--- src/rtl/uart_rx_gen_pkg.sv ---
// Shared types and constants for the parametrised UART receiver.
// Also holds the prescale clamp helper.
package uart_rx_gen_pkg;

    typedef enum logic [2:0] {
        IDLE,
        START,
        DATA,
        PARITY,
        STOP,
        STOP2,
        WAIT_IDLE
    } state_t;

    localparam int unsigned PRESCALE_MIN = 8;
    localparam logic        PAR_EVEN     = 1'b0;
    localparam logic        PAR_ODD      = 1'b1;

    // Clamp to the minimum oversampling ratio and force the ratio even so mid is exact.
    function automatic int unsigned eff_prescale(input int unsigned p);
        int unsigned q;
        q = (p < PRESCALE_MIN) ? PRESCALE_MIN : p;
        return q & ~32'd1;
    endfunction

endpackage

--- src/rtl/uart_rx_gen_sampler.sv ---
// Three-point majority sampler around the bit centre.
// The vote is registered on the mid+1 edge and is readable from count mid+2.
module rx_majority_sampler #(
    parameter int CNT_W = 6
) (
    input  logic             clk,
    input  logic             reset_n,
    input  logic [CNT_W-1:0] edge_cnt,
    input  logic [CNT_W-1:0] mid,
    input  logic             rxs,
    output logic             voted
);

    logic s_lo;
    logic s_mid;

    always_ff @(posedge clk) begin
        if (!reset_n) begin
            s_lo  <= 1'b1;
            s_mid <= 1'b1;
            voted <= 1'b1;
        end else begin
            if (edge_cnt == mid - 1'b1) s_lo  <= rxs;
            if (edge_cnt == mid)        s_mid <= rxs;
            if (edge_cnt == mid + 1'b1)
                voted <= (s_lo & s_mid) | (s_lo & rxs) | (s_mid & rxs);
        end
    end

endmodule

--- src/rtl/uart_rx_gen.sv ---
// Parametrised UART receiver: majority-voted sampling, optional parity and second stop bit,
// valid/ready holding register with overrun and break reporting.
module uart_rx_gen
    import uart_rx_gen_pkg::*;
#(
    parameter int DATA_W     = 8,
    parameter int PRESCALE_W = 6
) (
    input  logic                  clk,
    input  logic                  reset_n,
    input  logic [PRESCALE_W-1:0] prescale_in,
    input  logic                  rx_in,
    input  logic                  par_en_in,
    input  logic                  par_type_in,
    input  logic                  stop2_in,
    output logic [DATA_W-1:0]     data_out,
    output logic                  data_valid_out,
    input  logic                  data_ready_in,
    output logic                  par_err_out,
    output logic                  frm_err_out,
    output logic                  overrun_out,
    output logic                  break_out
);

    state_t                state, state_nxt;
    logic                  sync1, rxs;
    logic [PRESCALE_W-1:0] ps, ps_nxt, mid, edge_cnt, edge_nxt;
    logic [3:0]            bit_cnt, bit_nxt;
    logic [DATA_W-1:0]     shreg, shreg_nxt;
    logic                  par_bit, par_bit_nxt;
    logic                  pe, pe_nxt, fe, fe_nxt;
    logic                  voted, decide, wrap;
    logic                  complete, brk;

    assign mid    = ps >> 1;
    assign wrap   = (edge_cnt == ps - 1'b1);
    assign decide = (edge_cnt == mid + PRESCALE_W'(2));

    rx_majority_sampler #(.CNT_W(PRESCALE_W)) u_sampler (
        .clk      (clk),
        .reset_n  (reset_n),
        .edge_cnt (edge_cnt),
        .mid      (mid),
        .rxs      (rxs),
        .voted    (voted)
    );

    always_ff @(posedge clk) begin
        if (!reset_n) begin
            sync1    <= 1'b1;
            rxs      <= 1'b1;
            state    <= IDLE;
            edge_cnt <= '0;
            bit_cnt  <= '0;
            ps       <= PRESCALE_W'(PRESCALE_MIN);
            shreg    <= '0;
            par_bit  <= 1'b0;
            pe       <= 1'b0;
            fe       <= 1'b0;
        end else begin
            sync1    <= rx_in;
            rxs      <= sync1;
            state    <= state_nxt;
            edge_cnt <= edge_nxt;
            bit_cnt  <= bit_nxt;
            ps       <= ps_nxt;
            shreg    <= shreg_nxt;
            par_bit  <= par_bit_nxt;
            pe       <= pe_nxt;
            fe       <= fe_nxt;
        end
    end

    always_comb begin
        state_nxt   = state;
        edge_nxt    = wrap ? '0 : edge_cnt + 1'b1;
        bit_nxt     = bit_cnt;
        ps_nxt      = ps;
        shreg_nxt   = shreg;
        par_bit_nxt = par_bit;
        pe_nxt      = pe;
        fe_nxt      = fe;
        complete    = 1'b0;
        brk         = 1'b0;
        case (state)
            IDLE: begin
                bit_nxt = '0;
                if (!rxs) begin
                    state_nxt   = START;
                    ps_nxt      = PRESCALE_W'(eff_prescale(32'(prescale_in)));
                    par_bit_nxt = 1'b0;
                    pe_nxt      = 1'b0;
                    fe_nxt      = 1'b0;
                end
            end
            START: begin
                if (decide && voted) state_nxt = IDLE;
                else if (wrap)       state_nxt = DATA;
            end
            DATA: begin
                if (decide) shreg_nxt = {voted, shreg[DATA_W-1:1]};
                if (wrap) begin
                    if (bit_cnt == 4'(DATA_W - 1)) begin
                        bit_nxt   = '0;
                        state_nxt = par_en_in ? PARITY : STOP;
                    end else begin
                        bit_nxt = bit_cnt + 4'd1;
                    end
                end
            end
            PARITY: begin
                if (decide) begin
                    par_bit_nxt = voted;
                    pe_nxt      = voted ^ (^shreg) ^ (par_type_in != PAR_EVEN);
                end
                if (wrap) state_nxt = STOP;
            end
            STOP: begin
                // Completion happens mid-bit so a start edge right after the stop bit is not missed.
                if (decide) begin
                    if (!voted && shreg == '0 && !(par_en_in && par_bit)) begin
                        brk       = 1'b1;
                        state_nxt = WAIT_IDLE;
                    end else if (!voted) begin
                        fe_nxt    = 1'b1;
                        complete  = 1'b1;
                        state_nxt = WAIT_IDLE;
                    end else if (!stop2_in) begin
                        complete  = 1'b1;
                        state_nxt = IDLE;
                    end
                end else if (wrap) begin
                    state_nxt = STOP2;
                end
            end
            STOP2: begin
                if (decide) begin
                    complete = 1'b1;
                    if (!voted) begin
                        fe_nxt    = 1'b1;
                        state_nxt = WAIT_IDLE;
                    end else begin
                        state_nxt = IDLE;
                    end
                end
            end
            WAIT_IDLE: begin
                bit_nxt = '0;
                if (rxs) state_nxt = IDLE;
            end
            default: state_nxt = IDLE;
        endcase
        if (state_nxt == IDLE || state_nxt == WAIT_IDLE) edge_nxt = '0;
    end

    // Holding register: a completing frame is dropped only if the old one is not leaving this cycle.
    always_ff @(posedge clk) begin
        if (!reset_n) begin
            data_out       <= '0;
            data_valid_out <= 1'b0;
            par_err_out    <= 1'b0;
            frm_err_out    <= 1'b0;
            overrun_out    <= 1'b0;
            break_out      <= 1'b0;
        end else begin
            overrun_out <= 1'b0;
            break_out   <= brk;
            if (complete && data_valid_out && !data_ready_in) begin
                overrun_out <= 1'b1;
            end else if (complete) begin
                data_out       <= shreg;
                par_err_out    <= pe;
                frm_err_out    <= fe_nxt;
                data_valid_out <= 1'b1;
            end else if (data_valid_out && data_ready_in) begin
                data_valid_out <= 1'b0;
            end
        end
    end

endmodule

--- config.mk ---
export PLATFORM = sky130hd
export DESIGN_NAME = uart_rx_gen
export DESIGN_NICKNAME = d
export VERILOG_FILES = /design/src/rtl/uart_rx_gen_pkg.sv /design/src/rtl/uart_rx_gen_sampler.sv /design/src/rtl/uart_rx_gen.sv
export SDC_FILE = /design/constraint.sdc
export NUM_CORES = 1
export LEC_CHECK = 0
export CAP_MARGIN = 10
export CORE_MARGIN = 2
export CORE_UTILIZATION = 31
export CTS_CLUSTER_SIZE = 16
export DETAILED_ROUTE_END_ITERATION = 10
export GPL_TIMING_DRIVEN = 0
export HOLD_SLACK_MARGIN = 0.05
export PLACE_DENSITY = 0.61
export SETUP_SLACK_MARGIN = 0.1
export SYNTH_ARGS = -nofsm -noshare
export SYNTH_HDL_FRONTEND = slang
export SYNTH_SLANG_ARGS = --single-unit
--- constraint.sdc ---
create_clock -name clk -period 6.8 [get_ports clk]
set_input_delay 1.36 -clock clk [delete_from_list [all_inputs] [get_ports clk]]
set_output_delay 1.36 -clock clk [all_outputs]
set_load 0.02 [all_outputs]
==> impl_metrics.yaml, run 1 <==
layout:
  drive_gt1_frac: 0.0848
  num_antenna_cells: 0
  n_fill_cell: 850
  syn2layout_area_growth_pct: 17.5
  post-route-util: 0.381
  layout.nets: 365
floorplan:
  die_x_um: 97.2
  coreArea_sq_um: 8300
  rows: 33
  ios: 26
  die-area_sq_um: 9440
  die_h_um: 97.2
  start_util: 0.324
clock_network:
  postCtsHoldBufs: 0
  cts-root-buf: "clkbuf_8"
  insertion_delay_ps: 320
  cts_tree: "built"
  postCtsSetupBuffers: 0
  cts.sinks: 47
  clk_pin_slew_ps: 110
  cts_max_level: 2
  clockBufferDepth: 2
  cts_inserted_buffers: 5
  cts_resized: 0
worst_setup_path:
  timing.rr.end: "bit_cnt[3]"
  cp-end-kind: "flip-flop"
  reg2reg_setup_slack_ps: 3790
  critical_path_arrival_ps: 3300
  cp-start-kind: "primary input"
  crit_required_ps: 7000
  r2r-start: "ps[1]"
  ff2ff_path_depth: 10
  path_max_fanout: 10
  worstSetupPathType: "in -> reg"
yosys:
  synth_top_cells_by_count: "47 x dfxtp_1, 32 x nor2_1, 27 x nand2_1"
  synthesis.area_sq_um: 2690
  synth.top_cells.by_area: "dfxtp_1 35%, mux2i_1 5.6%, ha_1 5.1%"
  synth-edff-count: 0
  synth_top_area_frac: 0.350
  synthFlopType: "dfxtp_1"
  yosysUniqueCellTypes: 59
  synth_nets: 334
  ys_ff_latch: 47
  async_flop_share: 0
  synth_top_area_cell: "dfxtp_1"
  synth_area_per_cell_sq_um: 8.68
  ys_warn_count: 0
  ys_seq_area_frac: 0.350
  post-synth-top-count-cell: "dfxtp_1"
  syn_inst: 310
routing:
  wl_mm: 6.17
  routedWlPerCell_um: 13.8
  firstDrtPassIters: 4
  vias: 2268
  drcViolationCount: 0
  postRouteAntennaNets: 0
  viasPerCell: 5.07
  drtIter0Drc: 70
timing:
  min_period_over_period: 0.455
  final-hold-violation-count: 0
  slew_viol_final: 0
  finalSetupViolCount: 0
  finClkSkew_ps: 10.8
  slew_headroom: 0.541
  rsz0062_at_grt: "no"
  worst_pin_slew_ps: 687
  period_needed_ps: 3090
  fin_tns_setup_ps: 0
  max_freq_mhz: 323
grt:
  grt_pass1_wl_mm: 10.7
  grt_max_degree: 18
  grt_antenna_before_repair: 0
  overflow: 0
  grt_usage: 0.136
  grt_pass1_vias: 2252
min_path:
  min_path_cells: 1
  min_path_type: "reg -> reg"
  min_to: "rxs"
  hp-start: "sync1"
placement:
  dp_hpwl_mm: 4.57
  routabilityCongestion: 0.848
  io_buffers: 23
pwr:
  p_leak_nw: 1.23
  ir_worst_vdd_mv: 0.0853
  powerDensity_nw_per_um2: 161
status:
  status: "finished, final reports clean"
run:
  maxCapViolCount: 0
[through the flow]
step                instances  power [mW]  hold slack (ps)  area [sq um]  setup WS [ps]
global route              447       0.530              465          3160           3530
floorplan                 310       0.311              386          2690           3860
CTS                       446       0.513              426          3150           3280
finish                    447       0.508              420          3160           3710
global placement          438       0.325              387          3050           3040
detailed placement        438       0.326              400          3050           2970
[registers in the layout, summed over array words and instances, names as in the netlist]
signal           cells
par_bit              1
overrun_out          1
ps                   5
u_sampler.voted      1
rxs                  1
data_out             8
edge_cnt             6
state                3
u_sampler.s_lo       1
par_err_out          1
bit_cnt              4
shreg                8
pe                   1
frm_err_out          1
u_sampler.s_mid      1
break_out            1
sync1                1
fe                   1
data_valid_out       1
[per-layer routing]
| layer | track usage | routed length [um] |
|---|---|---|
| met4 | 0.0217 | 59 |
| met5 | 0 | 0 |
| met1 | 0.168 | 2860 |
| met2 | 0.239 | 2990 |
| met3 | 0.0381 | 255 |
[worst max-delay path by stage]
stage	startpoint	endpoint	slack (ps)	depth (start not counted)
2_1_floorplan	par_en_in	frm_err_out	3860	4
5_1_grt	ps[1]	bit_cnt[3]	3530	10
6_report	par_en_in	frm_err_out	3710	6
4_1_cts	par_en_in	frm_err_out	3280	5
3_3_place_gp	par_en_in	frm_err_out	3040	5
3_5_place_dp	par_en_in	frm_err_out	2970	5
[cell type report]
class / count / area, sq um / share of cell area
Buffer: 15 / 123 / 0.0388
Clock buffer: 5 / 68.8 / 0.0218
Clock inverter: 3 / 27.5 / 0.00871
Inverter: 15 / 56.3 / 0.0178
Multi-Input combinational cell: 233 / 1570 / 0.497
Sequential cell: 47 / 941 / 0.298
Tap cell: 105 / 131 / 0.0416
Timing Repair Buffer: 24 / 243 / 0.0768
[critical path: stages]
cell	delay [ps]
clkdlybuf4s50_1	520
a2111oi_0	410
dlymetal6s2s_1	240
a2111o_1	130
buf_2	290
mux2_1	350
[cell families after synthesis]
kind of cell / after synthesis / share of synthesized area
DFF: 47 / 0.350
and+or+nand+nor: 121 / 0.222
muxes: 17 / 0.0642
xor gates and xnor gates: 28 / 0.0939
adders and majority gates: 12 / 0.0549
AOI/OAI and AO/OA: 55 / 0.149
buffers and inverters: 30 / 0.0665
[cell usage in the layout, fill, tap and decap left out, types with 8 or more instances in the layout]
cell type        synthesis  final
a21oi_1                 17     17
clkbuf_8                 3      8
clkdlybuf4s50_1          0     23
dfxtp_1                 47     47
ha_1                    11     11
inv_1                   14     14
mux2i_1                 15     15
nand2_1                 27     27
nand3_1                 23     23
nor2_1                  32     32
nor3_1                   9      9
xnor2_1                 13     13
xor2_1                  14     14
[power by group]
part	switching (mW)	internal [mW]
registers	0.00310	0.277
logic	0.0217	0.0174
clock network	0.112	0.0764
No activity file was read; power rests on OpenSTA's default activity.
==> run 2: changes to the inputs <==
==> constraint.sdc (replaced) <==
create_clock -name clk -period 3.09 [get_ports clk]
set_input_delay 0.618 -clock clk [delete_from_list [all_inputs] [get_ports clk]]
set_output_delay 0.618 -clock clk [all_outputs]
set_load 0.02 [all_outputs]
==> run 2 against run 1 <==
Highest routed layer unchanged; global-route usage did not move; critical endpoint is now edge_cnt[0]; hold slack about the same; first-iteration DRC count rose by 19%; design area increased by 0.44%; combinational power grew 120%; largest power group unchanged; utilization grew 0.17 points.
==> impl_metrics.yaml, run 2 (synthesis results as in run 1) <==
status:
  status: "finished, final reports clean"
run:
  maxCapViolCount: 0
timing:
  rsz0062_at_grt: "no"
  finalSetupViolCount: 0
  min_period_over_period: 0.906
  final-hold-violation-count: 0
  period_needed_ps: 2800
  slew_headroom: 0.593
  finClkSkew_ps: 10.4
  setup_slack_ps: 289
  slew_viol_final: 0
  worst_pin_slew_ps: 605
  holdWs_ps: 420
  max_freq_mhz: 357
  fin_tns_setup_ps: 0
grt:
  grt_max_degree: 18
  grt_pass1_wl_mm: 10.7
  grt_antenna_before_repair: 0
  grt_usage: 0.136
  overflow: 0
  grt_pass1_vias: 2252
routing:
  routedWlPerCell_um: 13.7
  drcViolationCount: 0
  wl_mm: 6.14
  drtIter0Drc: 83
  viasPerCell: 5.09
  firstDrtPassIters: 4
  postRouteAntennaNets: 0
  vias: 2275
clock_network:
  cts.sinks: 47
  insertion_delay_ps: 310
  clk_pin_slew_ps: 110
  cts_tree: "built"
  cts_max_level: 2
  clockBufferDepth: 2
  cts-root-buf: "clkbuf_8"
  cts_inserted_buffers: 5
pwr:
  powerDensity_nw_per_um2: 351
  total_power_mw: 1.12
  p_leak_nw: 1.23
  ir_worst_vdd_mv: 0.187
layout:
  multi_input_area_sq_um: 1580
  largest_registers: "data_out (8), shreg (8), edge_cnt (6)"
  syn2layout_area_growth_pct: 18.0
  final_cells: 447
  layout.nets: 365
  drive_gt1_frac: 0.0965
  num_antenna_cells: 0
  finalInstanceArea_sq_um: 3180
  n_fill_cell: 847
  post-route-util: 0.383
  final_cell_mix: "45 x dfxtp_1, 32 x nor2_1, 27 x nand2_1"
  final_common_cell: "dfxtp_1"
  final-seq-area_sq_um: 946
min_path:
  min_path_type: "reg -> reg"
  hp-start: "sync1"
floorplan:
  ios: 26
  die_x_um: 97.2
  coreArea_sq_um: 8300
  die_h_um: 97.2
  rows: 33
  start_util: 0.324
  die-area_sq_um: 9440
worst_setup_path:
  cp-end-kind: "flip-flop"
  worstSetupPathType: "reg -> reg"
  critical_path_arrival_ps: 3030
  r2r-start: "ps[2]"
  startpoint: "ps[2]"
  cp-start-kind: "flip-flop"
  crit_required_ps: 3320
  path_max_fanout: 10
placement:
  routabilityCongestion: 0.848
  place_inst: 438
  dp_hpwl_mm: 4.57
  dpl_worst_slack_ps: -0.457
  io_buffers: 23
  postPlaceCellArea_sq_um: 3050
run 2: cell counts in the layout (fill, tap and decap cells not counted):
Identical to the previous run, type by type.
run 2: path summary, 6_finish.rpt:
| kind | end | slack, ps | cells past startpoint |
|---|---|---|---|
| max | edge_cnt[0] | 290 | 11 |
| min | rxs | 420 | 1 |
| max reg2reg | edge_cnt[0] | 290 | 11 |
| min reg2reg | rxs | 420 | 1 |
run 2: per-layer routing:
metal  vias to the layer above  GRT usage  routed length (um)
met5                         -          0                   0
met4                         0     0.0217                  63
met1                      1064      0.168                2810
li1                       1148          -                   -
met3                        11     0.0381                 276
met2                        52      0.239                2990
run 2: final cells by class:
cell class,instances,share of cell area
timing repair buffer,24,0.0764
buffer,15,0.0386
sequential,47,0.298
clock inverter,3,0.00867
multi-input combinational,233,0.498
tap,105,0.0414
inverter,15,0.0177
clock buffer,5,0.0217
run 2: repair_timing:
action / in CTS / in global routing
setup buffers: 0 / 0
setup endpoints to repair: 1 / 7
resized for setup: 1 / 4
hold buffers: 0 / 0
run 2: worst max-delay path: stages (launching register included):
cell and delay, ps:
dfxtp_2 410, inv_1 100, ha_1 260, o21ba_1 220, a221oi_2 290, o211ai_1 190, clkbuf_4 240, nor2_1 110
a31oi_1 90, or4_4 460, buf_6 150, a311oi_2 210
run 2: power by group:
group / internal, mW / switching (mW) / total, mW
clock network: 0.168 / 0.245 / 0.413
logic: 0.0385 / 0.0479 / 0.0864
registers: 0.610 / 0.00682 / 0.617
